**src/rtl/game_2048_move_sched.sv**
```systemverilog
// rtl/game_2048_move_sched.sv - arbitrates 2048 move sources, queues moves and paces strobes to the core.
// Optional cheat path enabled by defining GAME2048_CHEAT_EN.
module game_2048_move_sched #(
    parameter int FIFO_DEPTH = 4,
    parameter int GAP_CYCLES = 4
) (
    input  logic        clk,
    input  logic        reset_n,
    input  logic        kbd_valid,
    input  logic [1:0]  kbd_dir,
    input  logic        btn_valid,
    input  logic [1:0]  btn_dir,
    input  logic        cheat_req,
    input  logic [63:0] board_state,
    output logic        move_valid,
    output logic [1:0]  move_dir,
    output logic        cheat_valid,
    output logic        busy,
    output logic        fifo_full,
    output logic [7:0]  drop_cnt,
    output logic        game_won,
    output logic        game_over
);

    localparam int AW = $clog2(FIFO_DEPTH);
    localparam int CW = $clog2(GAP_CYCLES);
    localparam logic [AW:0]   DEPTH_C = (AW+1)'(FIFO_DEPTH);
    localparam logic [CW-1:0] LAST_C  = CW'(GAP_CYCLES - 1);

    typedef enum logic [1:0] {IDLE, WAIT, OVER} state_t;

    state_t        state, state_next;
    logic [CW-1:0] cnt, cnt_next;
    logic [1:0]    mem [FIFO_DEPTH];
    logic [AW-1:0] rd_ptr, wr_ptr;
    logic [AW:0]   count;
    logic          rr_btn;
    logic          cheat_pending;
    logic          pop, flush, active, wr;
    logic          board_over, board_won;
    logic          both, win_valid, drop_full;
    logic [1:0]    win_dir, drop_inc;
    logic [8:0]    drop_sum;

    // Game is over when the board is full and no neighbour pair (no wrap) can merge.
    always_comb begin
        board_over = 1'b1;
        board_won  = 1'b0;
        for (int i = 0; i < 16; i++) begin
            if (board_state[4*i +: 4] == 4'd0)  board_over = 1'b0;
            if (board_state[4*i +: 4] == 4'd11) board_won  = 1'b1;
        end
        for (int r = 0; r < 4; r++) begin
            for (int c = 0; c < 3; c++) begin
                if (board_state[16*r+4*c +: 4] == board_state[16*r+4*c+4 +: 4]) board_over = 1'b0;
            end
        end
        for (int i = 0; i < 12; i++) begin
            if (board_state[4*i +: 4] == board_state[4*i+16 +: 4]) board_over = 1'b0;
        end
    end

`ifdef GAME2048_CHEAT_EN
    logic issue_cheat;
`endif

    always_comb begin
        state_next = state;
        cnt_next   = cnt;
        pop        = 1'b0;
        flush      = 1'b0;
`ifdef GAME2048_CHEAT_EN
        issue_cheat = 1'b0;
`endif
        case (state)
            IDLE: begin
                if (board_over) begin
                    flush      = 1'b1;
                    state_next = OVER;
`ifdef GAME2048_CHEAT_EN
                end else if (cheat_pending) begin
                    issue_cheat = 1'b1;
                    state_next  = WAIT;
                    cnt_next    = '0;
`endif
                end else if (count != '0) begin
                    pop        = 1'b1;
                    state_next = WAIT;
                    cnt_next   = '0;
                end
            end
            WAIT: begin
                if (cnt == LAST_C) state_next = IDLE;
                else               cnt_next   = cnt + CW'(1);
            end
            OVER:    state_next = OVER;
            default: state_next = IDLE;
        endcase
    end

    // Round-robin only matters on a conflict; otherwise the lone requester wins.
    always_comb begin
        active    = (state != OVER);
        both      = kbd_valid & btn_valid;
        win_valid = kbd_valid | btn_valid;
        win_dir   = (both ? rr_btn : btn_valid) ? btn_dir : kbd_dir;
        wr        = active & win_valid & ~flush & (~fifo_full | pop);
        drop_full = active & win_valid & fifo_full & ~pop;
        drop_inc  = {1'b0, active & both} + {1'b0, drop_full};
        drop_sum  = {1'b0, drop_cnt} + {7'b0, drop_inc};
    end

    assign fifo_full = (count == DEPTH_C);
    assign busy      = (state != IDLE) | (count != '0) | cheat_pending;

    always_ff @(posedge clk or negedge reset_n) begin
        if (!reset_n) begin
            state <= IDLE;
            cnt   <= '0;
        end else begin
            state <= state_next;
            cnt   <= cnt_next;
        end
    end

    always_ff @(posedge clk) begin
        if (wr) mem[wr_ptr] <= win_dir;
    end

    always_ff @(posedge clk or negedge reset_n) begin
        if (!reset_n) begin
            rd_ptr     <= '0;
            wr_ptr     <= '0;
            count      <= '0;
            rr_btn     <= 1'b0;
            move_valid <= 1'b0;
            move_dir   <= 2'd0;
            drop_cnt   <= 8'd0;
            game_won   <= 1'b0;
            game_over  <= 1'b0;
        end else begin
            move_valid <= pop;
            if (pop) move_dir <= mem[rd_ptr];
            if (flush) begin
                rd_ptr <= '0;
                wr_ptr <= '0;
                count  <= '0;
            end else begin
                if (wr)  wr_ptr <= wr_ptr + AW'(1);
                if (pop) rd_ptr <= rd_ptr + AW'(1);
                if (wr && !pop)      count <= count + (AW+1)'(1);
                else if (!wr && pop) count <= count - (AW+1)'(1);
            end
            if (active && both) rr_btn <= ~rr_btn;
            drop_cnt <= drop_sum[8] ? 8'hFF : drop_sum[7:0];
            if (board_won) game_won  <= 1'b1;
            if (flush)     game_over <= 1'b1;
        end
    end

`ifdef GAME2048_CHEAT_EN
    // Repeated requests before service collapse into a single pending cheat.
    always_ff @(posedge clk or negedge reset_n) begin
        if (!reset_n) begin
            cheat_pending <= 1'b0;
            cheat_valid   <= 1'b0;
        end else begin
            cheat_valid <= issue_cheat;
            if (flush)       cheat_pending <= 1'b0;
            else if (active) cheat_pending <= (cheat_pending & ~issue_cheat) | cheat_req;
        end
    end
`else
    logic unused_cheat;
    assign unused_cheat  = cheat_req;
    assign cheat_pending = 1'b0;
    assign cheat_valid   = 1'b0;
`endif

endmodule

```
**config.mk**
```make
export PLATFORM = sky130hd
export DESIGN_NAME = game_2048_move_sched
export DESIGN_NICKNAME = d
export VERILOG_FILES = /design/src/rtl/game_2048_move_sched.sv
export SDC_FILE = /design/constraint.sdc
export NUM_CORES = 1
export LEC_CHECK = 0
export ABC_CLOCK_PERIOD_IN_PS = 1900
export BUFFER_PORTS_ARGS = -buffer_cell sky130_fd_sc_hd__buf_4
export CAP_MARGIN = 10
export CORE_MARGIN = 4
export CORE_UTILIZATION = 40
export CTS_BUF_LIST = sky130_fd_sc_hd__clkbuf_4 sky130_fd_sc_hd__clkbuf_8 sky130_fd_sc_hd__clkbuf_16
export CTS_CLUSTER_DIAMETER = 200
export CTS_CLUSTER_SIZE = 12
export DETAILED_ROUTE_END_ITERATION = 16
export PLACE_DENSITY_LB_ADDON = 0.15
export SETUP_SLACK_MARGIN = 0.2
export SLEW_MARGIN = 20
export SYNTH_ARGS = -nofsm -noshare
export SYNTH_HDL_FRONTEND = slang
export SYNTH_SLANG_ARGS = --single-unit
```
**constraint.sdc**
```tcl
create_clock -name clk -period 1.9 [get_ports clk]
set_clock_uncertainty 0.05 [all_clocks]
set_input_delay 0.285 -clock clk [delete_from_list [all_inputs] [get_ports clk]]
set_output_delay 0.285 -clock clk [all_outputs]
set_load 0.005 [all_outputs]
```
==> impl_metrics.toml <==
[floorplan]
floorplan.initialDensity_pct = 42.1
die_h_um = 99.1
std_cell_rows = 32
die_span_in_x_um = 99.1
placeable_area_um2 = 7890
design.die.area_um2 = 9820
ios = 89

[timing]
worst_slew_pin_slew_ps = 548
timing.final.crit_share_pct = 119
finalMaxSlewViolations = 0
maxClockFrequency_mhz = 441
setup_violations = 20
final.setup.tns_ps = -3630
fin_ws_ps = -367
timing.max_slew.rel_slack_pct = 63.2
final-hold-violation-count = 0
rsz0062_at_grt = "yes"
final_period_minus_worst_setup_slack_ps = 2270

[synthesis]
asyncSetResetFlopFracSynth_pct = 75.8
synth-compound-area-share_pct = 5.92
post_synth_and_or_nand_nor_area_fraction_pct = 23.8
synth_seq_area_share_pct = 26.1
flip_flop_cell_with_the_highest_count_after_synthesis = "sky130_fd_sc_hd__dfrtp_1"
syn_area_per_cell_um2 = 9.32
multiplexer_share_of_the_synthesized_area_pct = 4.75
postSynthCellCount = 356
synthesis.yosys.warnings = 0
largest_family_of_logic_cells_by_synthesized_area = "XOR/XNOR gates"
synth-seq-cells = 33
edff_count_synth = 8
yosys.cell_types.count = 51
mappedNetlistNets = 437
synth_xor_area_share_pct = 26.9
yosys.area_share.adder_pct = 3.47
syn-cell-area_um2 = 3320

[detailed_routing]
postRouteWirelength_um = 9760
routed_via_density = 5.34
wire_length_per_cell_after_detailed_routing_um = 17.2
drt_drc_violations_left = 0
dr_total_vias = 3034
ant_nets = 0
drt_iter0_markers = 119
drt_pre_antenna_iters = 4

[layout]
layout-area-overhead-vs-synth_pct = 51.8
area_used_by_sequential_logic_in_the_layout_um2 = 866
antennaDiodeCount = 0
final_core_util_pct = 63.9
final_cell_mix = "sky130_fd_sc_hd__buf_4, sky130_fd_sc_hd__xnor2_1, sky130_fd_sc_hd__buf_6, sky130_fd_sc_hd__nand4_1, sky130_fd_sc_hd__dfrtp_1"
final_nets = 546
multiInputGateArea_um2 = 2540
num-fill-cells = 655
drive_above_1_share_pct = 47.9
final-instance-count-excl-fill = 568
layout.cells.most_common = "sky130_fd_sc_hd__buf_4"

[worst_setup_path]
critPathLaunch = "board_state[14]"
crit_required_ps = 2000
critical_path_class = "input pin to flip-flop"
timing.critical_path.from_type = "input pin"
reg2regPathDepth = 8
timing.rr.end = "drop_cnt[2]"
rr_startpoint = "state[0]"
cp.arrival_ps = 2360
reg2reg_setup_slack_ps = -110
path_max_fanout = 5
critical_path.endpoint_type = "flip-flop"
crit_end = "drop_cnt[2]"

[placement]
io_buffers = 86
place_hpwl_um = 7560
routabilityCongestion = 0.893
placed_cells_incl_taps = 542

[pwr]
leakage_nw = 2.08
power_density_nw_per_um2 = 891
pwr_total_mw = 4.49
irDropWorstVdd_mv = 0.550

[run_status]
violations = "negative setup slack"
run_status = "finished, violations left"

[grt]
grt_start_max_net_pins = 26
global_route_wire_length_before_repair_um = 15700
first_global_vias = 3105
antenna_found_initial = 0
globalRouteOverflowTotal = 0
grt_util_all_layers_pct = 19.4

[clock_tree]
ctsLongestPathBuffers = 2
tritoncts_buffer_count = 5
clockRootBuffer = "sky130_fd_sc_hd__clkbuf_8"
cts.sink_count = 33
tritoncts_clock_tree = "done"
ctsHtreeMaxLevel = 2
clock_pin_slew_of_the_registers_on_the_worst_case_setup_and_hold_paths_ps = 60
clk-insertion-delay-late_ps = 280

[worst_hold_path]
min-delay-start = "board_state[38]"
min_path_type = "input pin to flip-flop"

[job]
max-cap-violations = 0
## worst max-delay path, cell delays in order
cell	delay, ps
sky130_fd_sc_hd__buf_8	110
sky130_fd_sc_hd__buf_6	120
sky130_fd_sc_hd__xor2_4	180
sky130_fd_sc_hd__o41ai_4	400
sky130_fd_sc_hd__nor4_4	90
sky130_fd_sc_hd__nand3_2	150
sky130_fd_sc_hd__a211oi_4	80
sky130_fd_sc_hd__fa_2	430
sky130_fd_sc_hd__ha_4	190
sky130_fd_sc_hd__buf_4	130
sky130_fd_sc_hd__xnor2_1	130
sky130_fd_sc_hd__nand2_1	70
## where the power goes
part,total [mW],internal (mW),switching (mW)
Clock,0.642,0.401,0.241
Combinational,2.57,1.41,1.16
Sequential,1.28,1.03,0.251
## state kept, by name (all words and copies together), names as in the netlist
signal	cells
count	3
cnt	2
drop_cnt	8
state	2
mem	8
move_valid	1
move_dir	2
rd_ptr	2
game_over	1
wr_ptr	2
rr_btn	1
game_won	1
## repair_timing
action,4_1_cts,5_1_grt
endpoints found under the setup margin,30,32
pin swaps,26,19
hold endpoints to repair,25,0
gates resized for setup,62,38
buffers inserted,11,6
hold buffers,1,0
## metrics by stage
step	worst slack [ps]	hold slack, ps	area (um^2)
final	-367	316	5040
after global routing	-524	337	5040
after CTS	-331	318	4780
after detailed placement	-703	161	4280
after global placement	-631	157	4280
after floorplan	-518	-60.6	3500
## area by class of cell
type / count / area share [%]
inverters: 11 / 0.820
flip-flops and latches: 33 / 17.2
well taps: 102 / 2.53
clock inverters: 2 / 0.671
repair buffers: 145 / 26.9
clock buffers: 6 / 1.52
multi-input cells: 269 / 50.3
## logic make-up (layout without fill, tap and decap cells)
kind of cell / Yosys count / after routing
other: 1 / 1
AO/OA/AOI/OAI: 27 / 27
AND/OR/NAND/NOR: 119 / 119
flip-flops: 33 / 33
buffers and inverters: 54 / 164
multiplexers: 12 / 12
XOR/XNOR: 102 / 102
adder cells (fa/ha/maj): 8 / 8
## how the worst min path moves through the flow
stage	cells past startpoint	endpoint
after floorplan	0	cnt[0]
after global placement	1	cnt[0]
after detailed placement	1	move_valid
after CTS	2	mem[2][0]
after global routing	2	mem[0][0]
final	3	game_won
## metal layers
layer / part of all wire, % / global-route usage [%] / wire (um) / vias to the layer above
met2: 48 / 30.5 / 4650 / 103
met4: 0.73 / 2.94 / 71 / 0
met1: 45 / 27.8 / 4360 / 1455
li1: - / - / - / 1470
met3: 7.0 / 4.77 / 683 / 6
met5: 0 / 0 / 0 / -
## cell usage after synthesis (all sizes together), types with 3 or more instances
cell | count | share of area (%)
mux2 | 4 | 1.6
edfxtp | 8 | 7.2
and3 | 3 | 0.60
buf | 41 | 7.4
o21ai | 9 | 1.5
and2 | 5 | 0.94
nand4 | 30 | 5.8
nand3 | 8 | 1.5
nor3 | 5 | 0.90
a211oi | 4 | 1.1
or2 | 3 | 0.57
mux2i | 6 | 1.8
inv | 11 | 1.2
ha | 6 | 2.3
dfrtp | 25 | 19
nand4b | 15 | 4.0
a21oi | 5 | 0.75
xor2 | 28 | 7.4
xnor2 | 74 | 20
nand2 | 9 | 1.0
nor2 | 9 | 1.2
nor4 | 28 | 6.5
nand2b | 3 | 0.57
Note: power is estimated with default switching activity, not from simulation.
